**src/rtl/branch_target_buffer_pkg.sv**
```systemverilog
// Shared types for the branch target buffer: XLEN, pcSrc, entry and slot
// bundles, counter reset value and the even-address mask.
package branch_target_buffer_pkg;

  localparam int XLEN = 32;

  typedef enum logic [1:0] {
    PCp4_I,
    Jump_R,
    Branch_C,
    Trap_C
  } pcSrc;

  localparam logic [1:0] BTB_CTR_RESET = 2'b01;

  localparam logic [XLEN-1:0] EVEN_MASK = ~XLEN'(1);

  // tag is stored right-justified (PC >> (IDX+2))
  typedef struct packed {
    logic            valid;
    logic [XLEN-1:0] tag;
    logic [XLEN-1:0] target;
    logic [1:0]      ctr;
  } btbEntry;

  typedef struct packed {
    logic            v;
    logic [XLEN-1:0] pc;
    logic            pred;
    logic [XLEN-1:0] tgt;
  } btbSlot;

endpackage

```
**src/rtl/branch_target_buffer_counter.sv**
```systemverilog
// 2-bit saturating direction counter update.
// Ports: ctr (current), taken (direction), ctr_next (updated value).
module branch_target_buffer_counter (
  input  logic [1:0] ctr,
  input  logic       taken,
  output logic [1:0] ctr_next
);

  always_comb begin
    ctr_next = ctr;
    unique case (1'b1)
      (taken && ctr != 2'b11):  ctr_next = ctr + 2'd1;
      (!taken && ctr != 2'b00): ctr_next = ctr - 2'd1;
      default: ;
    endcase
  end

endmodule

```
**src/rtl/branch_target_buffer.sv**
```systemverilog
// Direct-mapped BTB: I-stage lookup, I->R->C prediction slots, C training.
// Ports: clk/reset, PC_I->Predict/Prediction, stalls/flushes, R/C resolve.
module branch_target_buffer
  import branch_target_buffer_pkg::*;
#(
  parameter int ENTRIES = 16
) (
  input  logic            clk,
  input  logic            reset,
  input  logic [XLEN-1:0] PC_I,
  output logic            Predict,
  output logic [XLEN-1:0] Prediction,
  input  logic            StallI,
  input  logic            StallR,
  input  logic            FlushIR,
  input  logic            FlushRC,
  input  pcSrc            PCSrc_R,
  input  logic [XLEN-1:0] PCpImm_R,
  input  logic            IsControl_C,
  input  logic            IsJump_C,
  input  logic            Taken_C,
  input  logic [XLEN-1:0] Target_C,
  output logic            PredictionCorrect_R,
  output logic            PredictionCorrect_C
);

  localparam int IDX = $clog2(ENTRIES);

  btbEntry entries_q [ENTRIES];
  btbEntry entries_d [ENTRIES];
  btbSlot  r_q, r_d;
  btbSlot  c_q, c_d;

  logic [IDX-1:0] idx_i;
  btbEntry        ent_i;
  logic           hit_i;

  assign idx_i = PC_I[IDX+1:2];
  assign ent_i = entries_q[idx_i];
  assign hit_i = ent_i.valid && (ent_i.tag == (PC_I >> (IDX+2)));

  assign Predict    = hit_i && ent_i.ctr[1];
  assign Prediction = hit_i ? (ent_i.target & EVEN_MASK) : '0;

  logic [IDX-1:0] idx_c;
  btbEntry        ent_c;
  logic           hit_c;
  logic           train;
  logic [1:0]     ctr_next;

  assign idx_c = c_q.pc[IDX+1:2];
  assign ent_c = entries_q[idx_c];
  assign hit_c = ent_c.valid && (ent_c.tag == (c_q.pc >> (IDX+2)));
  assign train = c_q.v && IsControl_C && !StallR;

  branch_target_buffer_counter u_ctr (
    .ctr      (ent_c.ctr),
    .taken    (Taken_C),
    .ctr_next (ctr_next)
  );

  always_comb begin
    entries_d = entries_q;
    if (train) begin
      unique case (1'b1)
        (hit_c && IsJump_C): begin
          entries_d[idx_c].ctr    = 2'b11;
          entries_d[idx_c].target = Target_C;
        end
        (hit_c && !IsJump_C): begin
          entries_d[idx_c].ctr = ctr_next;
          if (Taken_C) entries_d[idx_c].target = Target_C;
        end
        (!hit_c && Taken_C): begin
          entries_d[idx_c].valid  = 1'b1;
          entries_d[idx_c].tag    = c_q.pc >> (IDX+2);
          entries_d[idx_c].target = Target_C;
          entries_d[idx_c].ctr    = IsJump_C ? 2'b11 : 2'b10;
        end
        default: ;
      endcase
    end
  end

  always_comb begin
    r_d = r_q;
    if (FlushIR) r_d.v = 1'b0;
    else if (!StallI)
      r_d = '{v: 1'b1, pc: PC_I, pred: Predict, tgt: Prediction};
  end

  // A stalled R instruction stays put, so C gets a bubble instead of
  // a duplicate -- unless R is being flushed and may move on.
  always_comb begin
    c_d = c_q;
    if (FlushRC) c_d.v = 1'b0;
    else if (!StallR) begin
      if (StallI && !FlushIR) c_d.v = 1'b0;
      else c_d = r_q;
    end
  end

  always_ff @(posedge clk or posedge reset) begin
    if (reset) begin
      for (int i = 0; i < ENTRIES; i++)
        entries_q[i] <= '{valid: 1'b0, tag: '0, target: '0,
                          ctr: BTB_CTR_RESET};
      r_q <= '0;
      c_q <= '0;
    end else begin
      entries_q <= entries_d;
      r_q       <= r_d;
      c_q       <= c_d;
    end
  end

  assign PredictionCorrect_R = r_q.v && r_q.pred && (PCSrc_R == Jump_R) &&
                               (r_q.tgt == (PCpImm_R & EVEN_MASK));

  assign PredictionCorrect_C = c_q.v && IsControl_C && (c_q.pred == Taken_C) &&
                               (!Taken_C || (c_q.tgt == (Target_C & EVEN_MASK)));

endmodule

```
**config.mk**
```make
export PLATFORM = sky130hd
export DESIGN_NAME = branch_target_buffer
export DESIGN_NICKNAME = d
export VERILOG_FILES = /design/src/rtl/branch_target_buffer_pkg.sv /design/src/rtl/branch_target_buffer_counter.sv /design/src/rtl/branch_target_buffer.sv
export SDC_FILE = /design/constraint.sdc
export NUM_CORES = 2
export LEC_CHECK = 0
export CORE_MARGIN = 1.5
export CORE_UTILIZATION = 58
export CTS_BUF_LIST = sky130_fd_sc_hd__clkbuf_8
export CTS_CLUSTER_SIZE = 20
export DETAILED_ROUTE_END_ITERATION = 8
export GPL_TIMING_DRIVEN = 0
export HOLD_SLACK_MARGIN = 0.08
export PLACE_DENSITY = 0.82
export SETUP_SLACK_MARGIN = 0.15
export SLEW_MARGIN = 10
export SYNTH_ARGS = -nofsm -noshare
export SYNTH_HDL_FRONTEND = slang
export SYNTH_HIERARCHICAL = 1
export SYNTH_SLANG_ARGS = --single-unit
```
**constraint.sdc**
```tcl
create_clock -name clk -period 42.4 [get_ports clk]
set_clock_uncertainty 0.2 [all_clocks]
set_input_delay 8.48 -clock clk [delete_from_list [all_inputs] [get_ports clk]]
set_output_delay 8.48 -clock clk [all_outputs]
set_load 0.02 [all_outputs]
```
==> results.sh <==
export IMPL_minimum_hold_slack_ns=0.269
export IMPL_top_cells_by_area_in_the_synthesized_netlist="sky130_fd_sc_hd__dfrtp_1 (51%), sky130_fd_sc_hd__mux2_2 (19%), sky130_fd_sc_hd__mux4_2 (15%)"
export IMPL_min_period_ns=23.53
export IMPL_synth_top_cell_area_share_pct=51.0
export IMPL_cts_sinks=1182
export IMPL_grt_pass1_wl_um=258000
export IMPL_cap_violations=0
export IMPL_globalRouteTotalUtil_pct=35.7
export IMPL_synth_main_ff_cell="sky130_fd_sc_hd__dfrtp_1"
export IMPL_post_synth_instance_area_um2=57200
export IMPL_clock_tree_htree_level_count=4
export IMPL_synth_edff_count=0
export IMPL_status="finished clean"
export IMPL_post_route_period_util_pct=55.5
export IMPL_cp_data_required_time_ns=33.72
export IMPL_timing_reg2reg_setup_slack_ns=35.97
export IMPL_power_density_nw_per_um2=41.1
export IMPL_number_of_buffers_added_by_the_clock_tree_synthesis_step=190
export IMPL_post_dp_hpwl_um=119000
export IMPL_power_frac_clock_pct=37.6
export IMPL_synthesized_instance_count=3773
export IMPL_clk_transition_reported_paths_ns=0.07
export IMPL_top_level_ports=142
export IMPL_timing_critical_path_arrival_ns=14.85
export IMPL_final_seq_area_um2=29600
export IMPL_layout_filler_cells=6943
export IMPL_drt_antenna_violating_nets=0
export IMPL_final_hold_violation_count=0
export IMPL_maxClockFrequency_mhz=42.5
export IMPL_largest_net_degree_at_the_start_of_global_routing=121
export IMPL_max_transition_margin_pct=4.41
export IMPL_drive_above_1_share_pct=43.3
export IMPL_fin_setup_tns_ns=0
export IMPL_worst_ir_drop_vdd_v=0.0000289
export IMPL_antenna_found_initial=7
export IMPL_crit_fanout=10
export IMPL_cellInternalPower_mw=1.86
export IMPL_criticalPathCategory="input pin to output port"
export IMPL_post_cts_setup_buffer_count=0
export IMPL_synth_sequential_area_ratio_pct=51.7
export IMPL_p_sw_share_pct=29.7
export IMPL_grt_ovfl_total=0
export IMPL_power_frac_seq_pct=46.0
export IMPL_dr_first_iter_drc_count=4666
export IMPL_first_global_vias=38800
export IMPL_startpoint_type="input pin"
export IMPL_library_cells_used_by_synthesis=71
export IMPL_routed_wl_um=176000
export IMPL_postSynthNetCount=3880
export IMPL_async_reset_ff_share_pct=100
export IMPL_die_area_um2=101000
export IMPL_post_cts_hold_fix_bufs=0
export IMPL_tritoncts="built"
export IMPL_source_to_sink_clock_delay_at_the_later_pin_of_the_worst_skew_pair_ns=0.91
export IMPL_cts_root_buf="sky130_fd_sc_hd__clkbuf_8"
export IMPL_netSwitchingPower_uw=785
export IMPL_rsz0062_at_grt="no"
export IMPL_placement_io_buffers=132
export IMPL_ctsResizeCount=0
export IMPL_ys_warnings_count=6
export IMPL_die_width_um=317
export IMPL_die_height_um=317
export IMPL_report_final_setup_viol=0
export IMPL_crit_path_end_kind="output port"
export IMPL_max_clock_path_buffers=3
export IMPL_syn_to_final_growth_pct=12.4
export IMPL_avgSynthCellArea_um2=15.2
export IMPL_detail_route_first_pass_iterations=6
export IMPL_layout_cells_most_common_list="sky130_fd_sc_hd__dfrtp_1 (1166), sky130_fd_sc_hd__mux2_2 (956), sky130_fd_sc_hd__mux4_2 (370), sky130_fd_sc_hd__clkbuf_8 (232), sky130_fd_sc_hd__nor2b_1 (136)"
export IMPL_fin_cells=5541
export IMPL_route_vias_total=37700
export IMPL_power_share_combinational_pct=16.4
export IMPL_largest_area_contributor_in_the_netlist="sky130_fd_sc_hd__dfrtp_1"
export IMPL_most_common_cell_after_layout_fill_and_taps_aside="sky130_fd_sc_hd__dfrtp_1"
export IMPL_max_slew_worst_pin_slew_ns=1.43
export IMPL_core_um2=98100
export IMPL_row_count=115
export IMPL_viasPerCell=6.80
export IMPL_initial_core_util_pct=58.3
export IMPL_nNetsFinal=4218
export IMPL_drc_errors=0
export IMPL_globalplace_congestion=1.03
export IMPL_ys_seq_elements=1182
export IMPL_leakagePower_nw=30.5
export IMPL_multiInputGateArea_um2=25900
export IMPL_min_path_type="flip-flop to flip-flop"
export IMPL_wire_per_inst_um=31.7
export IMPL_numPlacedInstances=5205
export IMPL_final_max_slew_violation_count=0
==> cell families after synthesis <==
logic type,Yosys count,share of synthesized area (%)
other,1,0.00655
AOI/OAI and AO/OA,191,2.49
DFF,1182,51.7
and+or+nand+nor,413,4.15
muxes,1514,36.9
xor gates and xnor gates,117,1.79
buffers and inverters,355,2.98
==> per-layer routing <==
metal | global-route usage [%] | vias to the layer above | part of all wire [%] | routed length [um]
met4 | 18.8 | 8 | 5.7 | 10100
met2 | 51.5 | 2430 | 44 | 77400
met3 | 13.1 | 577 | 12 | 21600
li1 | - | 14800 | - | -
met1 | 47.6 | 19900 | 38 | 66500
met5 | 0 | - | 0.032 | 56
==> synth_stat cells (17+ instances only) <==
master,count
sky130_fd_sc_hd__a21oi_1,27
sky130_fd_sc_hd__a22o_1,33
sky130_fd_sc_hd__a22oi_1,21
sky130_fd_sc_hd__buf_1,32
sky130_fd_sc_hd__buf_2,122
sky130_fd_sc_hd__buf_4,34
sky130_fd_sc_hd__clkbuf_1,136
sky130_fd_sc_hd__dfrtp_1,1166
sky130_fd_sc_hd__inv_1,17
sky130_fd_sc_hd__mux2_1,89
sky130_fd_sc_hd__mux2_2,956
sky130_fd_sc_hd__mux2i_1,99
sky130_fd_sc_hd__mux4_2,370
sky130_fd_sc_hd__nand2_1,45
sky130_fd_sc_hd__nand3_1,23
sky130_fd_sc_hd__nand4_1,27
sky130_fd_sc_hd__nor2_1,65
sky130_fd_sc_hd__nor2b_1,136
sky130_fd_sc_hd__nor3_1,19
sky130_fd_sc_hd__nor4_1,21
sky130_fd_sc_hd__o21ai_0,18
sky130_fd_sc_hd__xnor2_1,89
sky130_fd_sc_hd__xor2_1,28
==> path summary, 6_finish.rpt <==
path	start	endpoint	cells past startpoint
hold / removal	entries_q[469]	entries_q[469]	2
max in group asynchronous	reset	entries_q[354]	5
min in group asynchronous	reset	asynchronous set/reset pin	2
hold reg to reg	entries_q[469]	entries_q[469]	2
setup / recovery	PC_I[4]	Prediction[9]	13
setup reg to reg	c_q[35]	flip-flop	13
==> stage by stage <==
stage                     instance area, um^2  power, mW  worst slack (ns)  utilization [%]
after floorplan                         57200       1.49             0.450                -
after global placement                  60100       1.64            -11.97             61.3
after detailed placement                60500       1.65             18.61             61.6
after CTS                               64300       2.63             18.61             65.5
after global routing                    64300       2.71             18.89             65.5
final                                   64300       2.64             18.87             65.6
==> cell type report <==
type,count,area share (%)
Tap cell,1287,2.50
Inverter,19,0.123
Multi-Input combinational cell,2236,40.3
Buffer,336,2.55
Timing Repair Buffer,146,2.58
Clock buffer,232,4.96
Antenna cell,3,0.0117
Clock inverter,100,0.947
Sequential cell,1182,46.0
==> worst max-delay path: stages <==
cell and delay, ns:
sky130_fd_sc_hd__clkdlybuf4s50_1 0.53, sky130_fd_sc_hd__buf_2 0.52, sky130_fd_sc_hd__clkbuf_1 1.07, sky130_fd_sc_hd__buf_2 0.65, sky130_fd_sc_hd__mux4_2 0.59, sky130_fd_sc_hd__xnor2_1 0.44, sky130_fd_sc_hd__nand4_1 0.15, sky130_fd_sc_hd__nor3_1 0.51
sky130_fd_sc_hd__o211ai_1 0.22, sky130_fd_sc_hd__buf_6 0.22, sky130_fd_sc_hd__clkbuf_1 0.25, sky130_fd_sc_hd__nor2b_1 0.44, sky130_fd_sc_hd__clkdlybuf4s50_1 0.72
==> power groups by stage <==
| stage | registers (mW) | logic [mW] | clock network (mW) |
|---|---|---|---|
| global route | 1.22 | 0.445 | 1.05 |
| detailed placement | 1.23 | 0.415 | 0 |
| finish | 1.22 | 0.433 | 0.993 |
| global placement | 1.24 | 0.405 | 0 |
| floorplan | 1.22 | 0.263 | 0 |
| CTS | 1.21 | 0.417 | 0.998 |
(Power assumes the default switching activity.)
==> edit: new RTL, same flow settings <==
Put a register stage on the outputs `PredictionCorrect_R` and `PredictionCorrect_C`. The values now appear one clock later. The other outputs are not delayed to match.
--- a/src/rtl/branch_target_buffer.sv
+++ b/src/rtl/branch_target_buffer.sv
@@ -114,11 +114,11 @@
     end
   end
 
-  assign PredictionCorrect_R = r_q.v && r_q.pred && (PCSrc_R == Jump_R) &&
-                               (r_q.tgt == (PCpImm_R & EVEN_MASK));
 
-  assign PredictionCorrect_C = c_q.v && IsControl_C && (c_q.pred == Taken_C) &&
-                               (!Taken_C || (c_q.tgt == (Target_C & EVEN_MASK)));
+  always_ff @(posedge clk) begin
+    PredictionCorrect_R <= r_q.v && r_q.pred && (PCSrc_R == Jump_R) && (r_q.tgt == (PCpImm_R & EVEN_MASK));
+    PredictionCorrect_C <= c_q.v && IsControl_C && (c_q.pred == Taken_C) && (!Taken_C || (c_q.tgt == (Target_C & EVEN_MASK)));
+  end
 
 endmodule
 
Function: not settled (the Yosys comparison gave no result); the edit may change what the design does.
==> edit against the unedited design <==
Via count rose by 1.5%. Core utilization rose by 0.31 points. Power rose by 1.4%. Routed wire length rose by 3.0%. Worst setup slack got worse by 0.39 ns. Count of clock-buffer cells in the layout rose by 11. Design area rose by 0.76%. Die area rose by 0.80%. Area after synthesis rose by 0.81%. Sequential power barely moved. Sequential cell count rose by 2. Register-to-register slack got worse by 0.45 ns. Non-clock buffer count fell by 2. Critical path type unchanged. Largest cell class unchanged. Largest power group unchanged. Highest routed layer unchanged.
==> edit: results (changes against the unedited design) <==
| Metric | Value |
|---|---|
| Outcome | `completed` |
| Adder-cell share of the synthesized area | `0 (unchanged)` |
| Synth Area in Compound Gates | `0.0198 (-0.00502)` |
| Root Buffer | `clkbuf_8` |
| Worst-margin pin slew | `1.47 ns (+0.0315 ns)` |
| Slowest CP cell | `clkbuf_1` |
| Synth area leaders | `dfrtp_1, mux2_2, mux4_2` |
| Initial antenna violation count | `13 (+6)` |
| P_leak | `30.9 nW (+1.1%)` |
| Async S/R FF share, synth | `0.998 (-0.00169)` |
| Layout cells sized above 1 | `0.453 (+0.0196)` |
| Total wire length | `181 mm (+3.0%)` |
| Vias in the first global route | `39100 (+0.77%)` |
| Mux cell area share after synthesis | `0.374 (+0.00552)` |
| Delay of the slowest critical-path stage | `1.04 ns (-0.03 ns)` |
| Placed instance count | `5260 (+1.1%)` |
| Iter 0 DRT Violations | `4985 (+6.8%)` |
| Most frequent cell after synthesis | `dfrtp_1` |
| RD Place Congestion | `1.03 (-0.80%)` |
| Sequential area share after synthesis | `0.514 (-0.00346)` |
| CTS clk-pin slew, worst paths | `0.06 ns` |
| Total number of yosys warnings | `6 (unchanged)` |
| Global-route wire length before repair | `264 mm (+2.4%)` |
| CP Max Fanout | `10 (unchanged)` |
| Port Buffer Count | `131 (-0.76%)` |
| Main synth FF type | `dfrtp_1` |
| Critical path data arrival time | `15.24 ns (+0.39 ns)` |
| Hold path start | `r_q[64]` |
| Cts repair resizes | `0 (unchanged)` |
| Mapped Cells | `3831 (+1.5%)` |
| Maximum buffer depth of the clock tree | `3 (unchanged)` |
| Largest net degree at the start of global routing | `117 (-3.3%)` |
| Clk_lat worst skew | `0.95 ns (+0.04 ns)` |
| Post-synth cell types | `66 (-7.0%)` |
| Most frequent cells after synthesis | `dfrtp_1, mux2_2, mux4_2` |
| Post-DP HPWL | `123 mm (+4.1%)` |
| FF-to-FF path depth | `15 (+2)` |
| DR vias/cell | `6.83 (+0.45%)` |
| # Post-CTS Setup Buffers | `0 (unchanged)` |
| Worst Hold End | `c_q[64]` |
| Hold depth | `1 (-1)` |
| Place WS | `18.82 ns (+0.212 ns)` |
| Initial Util | `0.586 (+0.00300)` |
| Hold Crit Class | `flip-flop to flip-flop` |
| Inserted Clock Buffers | `192 (+1.1%)` |
| Drt pass-1 iters | `8 (+2)` |
| Nets | `4274 (+1.3%)` |
| R2R setup slack | `35.52 ns (-0.45 ns)` |
| Post-DR wirelength/cell | `32.3 um (+2.0%)` |
| Syn nets | `3938 (+1.5%)` |
| Crit path launch | `PC_I[3]` |
| Xor/xnor share of the synthesized area | `0.0184 (+0.000464)` |
| Total GRT Usage | `0.361 (+0.00352)` |
| H-Tree Depth | `4 (unchanged)` |
| Worst r2r src | `c_q[35]` |
| Peak VDD IR | `40.8 uV (+41%)` |
-- edit: changes by cell type in the layout (fill, tap and decap cells not counted), moves of 14 or more --
cell,before,now
mux2_1,89,1
mux2_2,956,1031
nor2b_1,136,100
a22o_1,33,1
and2_1,8,39
mux2_4,0,30
nor2_1,64,92
nand2b_1,3,20
nor3_2,15,0
a21oi_1,27,13
a2bb2oi_1,3,17
-- edit: worst max-delay path: cells and delay by family --
family / cells / cell delay, ns
buffers and inverters: 5 / 3.17
muxes: 2 / 0.92
xor gates and xnor gates: 1 / 0.18
and+or+nand+nor: 4 / 2.45
-- edit: how the worst max path moves through the flow --
stage	end	depth (start not counted)
final	Prediction[29]	12
after detailed placement	Prediction[29]	14
after global routing	Prediction[29]	12
after CTS	Prediction[29]	14
after floorplan	async pin	1
after global placement	entries_q[153]	2
-- edit: logic make-up (layout without fill, tap and decap cells) --
group | count (synthesis) | after routing
AO/OA/AOI/OAI | 156 | 156
flip-flops | 1184 | 1184
AND/OR/NAND/NOR | 476 | 476
other | 1 | 6
multiplexers | 1537 | 1537
XOR/XNOR | 121 | 121
buffers and inverters | 356 | 833
-- edit: through the flow --
step	total power [mW]	hold slack, ns	area, sq um
after floorplan	1.50	0.244	57700
after global placement	1.67	0.261	60600
after detailed placement	1.67	0.264	60900
after CTS	2.66	0.281	64800
after global routing	2.75	0.289	64800
final	2.68	0.275	64800
-- edit: cell type report --
class	count	area (sq um)
Timing Repair Buffer	142	1610
Clock inverter	92	529
Multi-Input combinational cell	2291	26400
Clock buffer	243	3340
Inverter	18	75.1
Buffer	338	1610
Fill cell	6905	33600
Tap cell	1287	1610
Sequential cell	1184	29600
Antenna cell	5	12.5
-- edit: metal layers --
layer  GRT usage  wire length, um  up-vias
li1            -                -    15000
met1       0.479            68300    20200
met2       0.529            80300     2403
met3       0.111            20600      667
met4       0.209            11700       16
met5           0               99        -
-- edit: power breakdown --
group | leakage, nW | internal, mW | total (mW) | switching (mW)
clock | 2.25 | 0.537 | 1.01 | 0.470
combinational | 12.3 | 0.167 | 0.448 | 0.281
sequential | 16.3 | 1.19 | 1.22 | 0.0380
